### src/rtl/pulse_peak_detector.sv
`default_nettype none
// ============================================================================
// Module      : pulse_peak_detector
// Description : Threshold-triggered pulse detector for a filtered sample
//               stream. Each pulse (run of samples strictly above threshold)
//               yields one event carrying its peak amplitude, the timestamp of
//               that peak, the number of above-threshold samples, and a
//               pile-up flag set when the pulse hit the max_width limit.
//               Events pass through a small first-word-fall-through FIFO.
//               Events that arrive while the FIFO is full are counted in
//               lost_count.
// Ports       :
//   clk             - single clock, rising edge
//   reset           - synchronous, active-high
//   enable          - gates the start of a new pulse only
//   input_data      - filtered sample, one per clock (unsigned)
//   threshold       - trigger level (strict greater-than)
//   holdoff         - dead-time cycles after a pulse ends
//   max_width       - pile-up limit in samples (0 behaves as 1)
//   event_valid     - FIFO head holds an event
//   event_ready     - consumer accepts the head when event_valid is high
//   event_amplitude - peak sample value of the head event
//   event_time      - timestamp of the peak sample of the head event
//   event_width     - above-threshold sample count of the head event
//   event_pileup    - head event was terminated by max_width
//   lost_count      - saturating count of events dropped on FIFO full
// Revision    : 1.0 - initial release
// ============================================================================
module pulse_peak_detector #(
  parameter int SIZE_DATA  = 16,
  parameter int SIZE_TIME  = 32,
  parameter int SIZE_WIDTH = 8,
  parameter int FIFO_DEPTH = 4
) (
  input  logic                  clk,
  input  logic                  reset,
  input  logic                  enable,
  input  logic [SIZE_DATA-1:0]  input_data,
  input  logic [SIZE_DATA-1:0]  threshold,
  input  logic [SIZE_WIDTH-1:0] holdoff,
  input  logic [SIZE_WIDTH-1:0] max_width,
  output logic                  event_valid,
  input  logic                  event_ready,
  output logic [SIZE_DATA-1:0]  event_amplitude,
  output logic [SIZE_TIME-1:0]  event_time,
  output logic [SIZE_WIDTH-1:0] event_width,
  output logic                  event_pileup,
  output logic [15:0]           lost_count
);

  localparam int PTR_W = $clog2(FIFO_DEPTH);
  localparam int CNT_W = PTR_W + 1;
  localparam logic [SIZE_WIDTH-1:0] WIDTH_ONE = SIZE_WIDTH'(1);

  typedef enum logic [1:0] {
    ST_IDLE     = 2'd0,
    ST_ACTIVE   = 2'd1,
    ST_WAIT_LOW = 2'd2,
    ST_HOLDOFF  = 2'd3
  } state_t;

  typedef struct packed {
    logic [SIZE_DATA-1:0]  amp;
    logic [SIZE_TIME-1:0]  tstamp;
    logic [SIZE_WIDTH-1:0] width;
    logic                  pileup;
  } event_t;

  // --------------------------------------------------------------------------
  // State
  // --------------------------------------------------------------------------
  state_t                state_q, state_d;
  logic [SIZE_TIME-1:0]  ts_q, ts_d;
  logic [SIZE_DATA-1:0]  peak_q, peak_d;
  logic [SIZE_TIME-1:0]  peak_time_q, peak_time_d;
  logic [SIZE_WIDTH-1:0] width_q, width_d;
  logic [SIZE_WIDTH-1:0] hold_cnt_q, hold_cnt_d;

  // One-entry staging register between the detector and the FIFO; this is
  // what places the FIFO write one edge after the terminating sample.
  logic                  emit_q, emit_d;
  event_t                emit_ev_q, emit_ev_d;

  // FIFO storage plus a registered head stage. Occupancy is the stored count
  // plus the head register, capped at FIFO_DEPTH in total.
  event_t                mem_q [FIFO_DEPTH];
  event_t                mem_d [FIFO_DEPTH];
  logic [PTR_W-1:0]      wr_ptr_q, wr_ptr_d;
  logic [PTR_W-1:0]      rd_ptr_q, rd_ptr_d;
  logic [CNT_W-1:0]      count_q, count_d;
  logic                  head_valid_q, head_valid_d;
  event_t                head_q, head_d;
  logic [15:0]           lost_q, lost_d;

  // --------------------------------------------------------------------------
  // Detector datapath helpers
  // --------------------------------------------------------------------------
  logic                  above;
  logic [SIZE_WIDTH-1:0] width_limit;
  logic [SIZE_WIDTH-1:0] width_inc;
  logic [SIZE_WIDTH:0]   hold_inc;

  assign above       = (input_data > threshold);
  assign width_limit = (max_width == '0) ? WIDTH_ONE : max_width;
  assign width_inc   = width_q + WIDTH_ONE;
  assign hold_inc    = {1'b0, hold_cnt_q} + (SIZE_WIDTH+1)'(1);
  assign ts_d        = ts_q + SIZE_TIME'(1);

  // --------------------------------------------------------------------------
  // Detector FSM: next state and event capture
  // --------------------------------------------------------------------------
  always_comb begin
    state_d     = state_q;
    peak_d      = peak_q;
    peak_time_d = peak_time_q;
    width_d     = width_q;
    hold_cnt_d  = hold_cnt_q;
    emit_d      = 1'b0;
    emit_ev_d   = emit_ev_q;

    case (state_q)
      ST_IDLE: begin
        if (enable && above) begin
          peak_d      = input_data;
          peak_time_d = ts_q;
          width_d     = WIDTH_ONE;
          // A limit of one sample is reached by the very first sample.
          if (width_limit == WIDTH_ONE) begin
            emit_d           = 1'b1;
            emit_ev_d.amp    = input_data;
            emit_ev_d.tstamp = ts_q;
            emit_ev_d.width  = WIDTH_ONE;
            emit_ev_d.pileup = 1'b1;
            state_d          = ST_WAIT_LOW;
          end else begin
            state_d = ST_ACTIVE;
          end
        end
      end

      ST_ACTIVE: begin
        if (above) begin
          width_d = width_inc;
          // Strict compare: the earliest of equal maxima keeps its timestamp.
          if (input_data > peak_q) begin
            peak_d      = input_data;
            peak_time_d = ts_q;
          end
          if (width_inc >= width_limit) begin
            emit_d           = 1'b1;
            emit_ev_d.amp    = peak_d;
            emit_ev_d.tstamp = peak_time_d;
            emit_ev_d.width  = width_inc;
            emit_ev_d.pileup = 1'b1;
            state_d          = ST_WAIT_LOW;
          end
        end else begin
          emit_d           = 1'b1;
          emit_ev_d.amp    = peak_q;
          emit_ev_d.tstamp = peak_time_q;
          emit_ev_d.width  = width_q;
          emit_ev_d.pileup = 1'b0;
          hold_cnt_d       = '0;
          state_d          = ST_HOLDOFF;
        end
      end

      ST_WAIT_LOW: begin
        if (!above) begin
          hold_cnt_d = '0;
          state_d    = ST_HOLDOFF;
        end
      end

      ST_HOLDOFF: begin
        // The edge leaving HOLDOFF is itself the first counted dead cycle,
        // so holdoff of 0 or 1 both return to IDLE on the next edge.
        if (hold_inc >= {1'b0, holdoff}) begin
          state_d = ST_IDLE;
        end else begin
          hold_cnt_d = hold_inc[SIZE_WIDTH-1:0];
        end
      end

      default: begin
        state_d = ST_IDLE;
      end
    endcase
  end

  // --------------------------------------------------------------------------
  // Event FIFO control
  // --------------------------------------------------------------------------
  logic             pop;
  logic             push;
  logic             drop;
  logic             load;
  logic             full_blocked;
  logic [CNT_W-1:0] occupancy;

  assign pop          = head_valid_q && event_ready;
  assign occupancy    = count_q + CNT_W'(head_valid_q);
  // A pop on the same edge frees a slot, so a full FIFO still takes the push.
  assign full_blocked = (occupancy == CNT_W'(FIFO_DEPTH)) && !pop;
  assign push         = emit_q && !full_blocked;
  assign drop         = emit_q && full_blocked;
  assign load         = (count_q != '0) && (!head_valid_q || pop);

  always_comb begin
    mem_d = mem_q;
    if (push) begin
      mem_d[wr_ptr_q] = emit_ev_q;
    end
  end

  always_comb begin
    wr_ptr_d     = wr_ptr_q + PTR_W'(push);
    rd_ptr_d     = rd_ptr_q + PTR_W'(load);
    count_d      = count_q + CNT_W'(push) - CNT_W'(load);
    head_valid_d = head_valid_q;
    head_d       = head_q;
    lost_d       = lost_q;

    if (load) begin
      head_valid_d = 1'b1;
      head_d       = mem_q[rd_ptr_q];
    end else if (pop) begin
      // Head fields are left untouched so outputs hold when empty.
      head_valid_d = 1'b0;
    end

    if (drop && (lost_q != 16'hFFFF)) begin
      lost_d = lost_q + 16'd1;
    end
  end

  // --------------------------------------------------------------------------
  // Registers
  // --------------------------------------------------------------------------
  always_ff @(posedge clk) begin
    if (reset) begin
      state_q      <= ST_IDLE;
      ts_q         <= '0;
      peak_q       <= '0;
      peak_time_q  <= '0;
      width_q      <= '0;
      hold_cnt_q   <= '0;
      emit_q       <= 1'b0;
      emit_ev_q    <= '0;
      wr_ptr_q     <= '0;
      rd_ptr_q     <= '0;
      count_q      <= '0;
      head_valid_q <= 1'b0;
      head_q       <= '0;
      lost_q       <= '0;
    end else begin
      state_q      <= state_d;
      ts_q         <= ts_d;
      peak_q       <= peak_d;
      peak_time_q  <= peak_time_d;
      width_q      <= width_d;
      hold_cnt_q   <= hold_cnt_d;
      emit_q       <= emit_d;
      emit_ev_q    <= emit_ev_d;
      wr_ptr_q     <= wr_ptr_d;
      rd_ptr_q     <= rd_ptr_d;
      count_q      <= count_d;
      head_valid_q <= head_valid_d;
      head_q       <= head_d;
      lost_q       <= lost_d;
    end
  end

  // Storage array is only ever read behind count_q, so it needs no reset.
  always_ff @(posedge clk) begin
    mem_q <= mem_d;
  end

  // --------------------------------------------------------------------------
  // Outputs
  // --------------------------------------------------------------------------
  assign event_valid     = head_valid_q;
  assign event_amplitude = head_q.amp;
  assign event_time      = head_q.tstamp;
  assign event_width     = head_q.width;
  assign event_pileup    = head_q.pileup;
  assign lost_count      = lost_q;

endmodule
`default_nettype wire
### config.mk
export PLATFORM = sky130hd
export DESIGN_NAME = pulse_peak_detector
export DESIGN_NICKNAME = d
export VERILOG_FILES = /design/src/rtl/pulse_peak_detector.sv
export SDC_FILE = /design/constraint.sdc
export NUM_CORES = 1
export LEC_CHECK = 0
export CAP_MARGIN = 15
export CORE_MARGIN = 4
export CORE_UTILIZATION = 43
export CTS_CLUSTER_SIZE = 20
export DETAILED_ROUTE_END_ITERATION = 7
export PLACE_DENSITY = 0.68
export SKIP_LAST_GASP = 1
export SLEW_MARGIN = 25
export SYNTH_ARGS = -nofsm -noshare
export SYNTH_HDL_FRONTEND = slang
export SYNTH_SLANG_ARGS = --single-unit
### constraint.sdc
create_clock -name clk -period 18 [get_ports clk]
set_clock_uncertainty 0.2 [all_clocks]
set_input_delay 3.6 -clock clk [delete_from_list [all_inputs] [get_ports clk]]
set_output_delay 3.6 -clock clk [all_outputs]
set_load 0.02 [all_outputs]
==> run summary <==
outcome: complete, no violations
WHS Path Cells: 2
crit path launch: input_data[14]
post-CTS setup repair buffer count: 0
H-tree depth: 2
vias after detailed routing: 11.7k
maximum root-to-sink buffer count: 3
Worst VDD drop: 0.0674 mV
DIE WIDTH: 219 um
cell count after synthesis: 1519
Max Slew Vio Count: 0
Worst Path Arrival: 7.32 ns
total negative slack: 0 ns
row count: 77
vias per inst: 5.16
Hold Path Class: reg -> reg
Cell Count, Final, Fillers Out: 2264
CTS tree: built
min cycle time layout: 7.11 ns
TritonCTS Buffers: 49
ANT nets after route: 0
Startpoint Class: input pin
Worst Setup EP: emit_ev_q[25]$_SDFFE_PP0P_
dpl hpwl: 23100 um
Worst-path clk slew: 0.06 ns
Die H: 219 um
CTS root buffer: clkbuf_16
syn nets: 1634
r2r worst-path depth: 11
synth unique cells: 61
CP required: 18.20 ns
P_leak: 8.03 nW
Power Density: 136 nW/um2
Fin. Hold Viols: 0
average size of a mapped cell: 12.6 um2
Cell Area, Synth: 19100 um2
layout cells sized above 1: 11.1%
first-pass GRT wire length: 62300 um
worst-margin pin slew: 1.02 ns
# DRC: 0
Core Footprint: 44100 um2
clk_lat worst skew: 0.57 ns
initial antenna violation count: 0
register area share after synthesis: 60.6%
die area: 48000 um2
CP endpoint kind: flop
Yosys reg bits: 465
gp weighted congestion: 0.808
Nets: 1746
hold buffer count at CTS: 0
Critical Path Fanout Max: 24
vias in the first global route: 11.8k
RR Endpoint: emit_ev_q[25]$_SDFFE_PP0P_
Synth Warn #: 0
Slew headroom: 32.2%
initial core utilization: 43.4%
CP Class: in -> reg
Routed WL per cell: 16.7 um
Max Fclk: 141 MHz
max_cap viols: 0
top_reg_cell synth: dfxtp_1
Area Overhead vs Synth: 17.2%
Post-synth EDFFs: 228
launch point of the worst reg-to-reg path: peak_q[15]$_SDFFE_PP0P_
final cycle utilization of the critical path: 39.5%
Clock Sinks: 465
Antenna Cells: 0
dpl cells: 2172
R2R Setup Slk: 14.24 ns
GRT Overall Usage: 16.1%
Pre-antenna DRT Iters: 5
IO Pins: 126
initial DRC count: 612
Setup violations, final: 0
drt total wl: 37900 um
largest net degree at the start of global routing: 136
grt ovf: 0
Port Buffers: 125
RSZ-0062 raised after global routing: no
CTS resizes: 0
Synth async-reset ratio: 0%
[Yosys cell counts, types with 2 or more instances]
| cell type | number | share of area [%] |
|---|---|---|
| xnor2_1 | 26 | 1.2 |
| nand3_1 | 31 | 0.81 |
| mux4_2 | 57 | 6.7 |
| nor2_1 | 161 | 3.2 |
| mux2_2 | 2 | 0.12 |
| buf_1 | 12 | 0.24 |
| buf_2 | 9 | 0.24 |
| a311oi_1 | 3 | 0.14 |
| nor3_1 | 7 | 0.18 |
| a21bo_2 | 2 | 0.10 |
| clkbuf_1 | 44 | 0.86 |
| buf_4 | 3 | 0.12 |
| xor2_1 | 31 | 1.4 |
| nand4_1 | 17 | 0.56 |
| buf_8 | 2 | 0.16 |
| a22o_1 | 7 | 0.32 |
| o2bb2ai_1 | 6 | 0.27 |
| nor2b_1 | 7 | 0.23 |
| dfxtp_1 | 237 | 25 |
| inv_1 | 59 | 1.2 |
| a221oi_1 | 3 | 0.14 |
| a211oi_2 | 21 | 1.4 |
| a311oi_2 | 2 | 0.16 |
| edfxtp_1 | 228 | 36 |
| a211oi_1 | 33 | 1.3 |
| nand2b_1 | 4 | 0.13 |
| nand2_1 | 154 | 3.0 |
| or2_2 | 3 | 0.098 |
| buf_6 | 7 | 0.41 |
| and4_1 | 9 | 0.41 |
| nor4_2 | 2 | 0.13 |
| mux2i_1 | 99 | 5.2 |
| or3_1 | 12 | 0.39 |
| a21o_1 | 6 | 0.24 |
| and2_1 | 5 | 0.16 |
| a31oi_1 | 2 | 0.065 |
| nor2_2 | 2 | 0.065 |
| nor3b_1 | 3 | 0.12 |
| a21oi_1 | 92 | 2.4 |
| ha_1 | 62 | 4.1 |
| o21ai_0 | 25 | 0.65 |
| and3_1 | 3 | 0.098 |
[cell usage in the layout (no fill, tap or decap), types with 6 or more instances in the layout]
master,instances
a21o_1,6
nand3_1,31
clkbuf_16,49
nand2_1,154
a211oi_1,33
xnor2_1,26
dfxtp_1,235
o2bb2ai_1,6
xor2_1,31
mux2i_1,99
clkinv_1,8
nor2_1,160
mux4_2,57
ha_1,62
clkinv_2,9
edfxtp_1,228
clkbuf_1,15
nor2b_1,7
or3_1,12
a21oi_1,92
nand4_1,17
a211oi_2,20
buf_4,11
o21ai_0,25
nor3_1,6
inv_1,58
and4_1,9
clkdlybuf4s50_1,124
a22o_1,7
[where the power goes]
| part | switching (mW) | internal, mW | total, mW | leakage [nW] |
|---|---|---|---|---|
| sequential | 0.0900 | 1.25 | 1.34 | 4.04 |
| clock | 0.403 | 0.550 | 0.953 | 0.753 |
| combinational | 0.427 | 0.333 | 0.760 | 3.24 |
| total | 0.920 | 2.13 | 3.05 | 8.03 |
[flip-flops by register name, summed over array words and instances, names as in the netlist, 3 cells and up]
register,flops
mem_q,228
emit_ev_q,57
event_time,32
peak_time_q,32
ts_q,32
event_amplitude,16
lost_count,16
peak_q,16
event_width,8
hold_cnt_q,8
width_q,8
count_q,3
[worst min-delay path by stage]
stage | startpoint | end | slack (ns)
6_report | event_time[18]$_SDFFE_PP0P_ | event_time[18]$_SDFFE_PP0P_ | 0.25
5_1_grt | event_amplitude[6]$_SDFFE_PP0P_ | event_amplitude[6]$_SDFFE_PP0P_ | 0.27
4_1_cts | event_amplitude[6]$_SDFFE_PP0P_ | event_amplitude[6]$_SDFFE_PP0P_ | 0.26
3_5_place_dp | event_amplitude[6]$_SDFFE_PP0P_ | event_amplitude[6]$_SDFFE_PP0P_ | 0.25
3_3_place_gp | event_time[18]$_SDFFE_PP0P_ | event_time[18]$_SDFFE_PP0P_ | 0.24
2_1_floorplan | ts_q[0]$_SDFF_PP0_ | ts_q[0]$_SDFF_PP0_ | 0.24
[kinds of logic after synthesis]
| family | count (synthesis) | share of synthesized area [%] |
|---|---|---|
| mux | 158 | 12.0 |
| fa+ha+maj | 63 | 4.16 |
| simple gates | 425 | 9.75 |
| buf+inv | 137 | 3.20 |
| xor+xnor | 57 | 2.61 |
| compound gates | 214 | 7.73 |
| flops | 465 | 60.6 |
[area by class of cell]
| class | instances | area [um2] |
|---|---|---|
| tap | 592 | 741 |
| fill | 3864 | 21700 |
| sequential | 465 | 11600 |
| inverter | 60 | 225 |
| timing repair buffer | 138 | 1380 |
| clock inverter | 24 | 190 |
| multi-input combinational | 917 | 6980 |
| clock buffer | 68 | 1340 |
[layer usage]
metal	wire (um)	vias up	GRT usage [%]
met5	0	-	0
met4	770	0	4.36
met3	1530	58	2.99
met2	18200	174	27.0
met1	17400	5700	21.5
li1	-	5759	-
[per-stage QoR]
step           utilization [%]  power (mW)  cell area (um2)  worst slack, ns  hold WS [ns]
3_3_place_gp              47.3        2.12            20900            10.09         0.244
5_1_grt                   50.9        3.22            22400            10.58         0.271
2_1_floorplan                -        1.88            19100             9.21         0.240
4_1_cts                   50.9        3.11            22400            10.67         0.255
6_report                  50.9        3.05            22400            10.89         0.252
3_5_place_dp              47.4        2.14            20900            10.05         0.247
[worst max-delay path: stages]
cell,delay (ns)
clkdlybuf4s50_1,0.47
ha_1,0.35
nand4_1,0.17
nor4_1,0.36
a21bo_2,0.29
a31o_1,0.43
o21ai_4,0.60
buf_16,0.24
buf_4,0.42
mux2i_1,0.26
a211oi_1,0.09
Power figures use the tool's default switching activity.
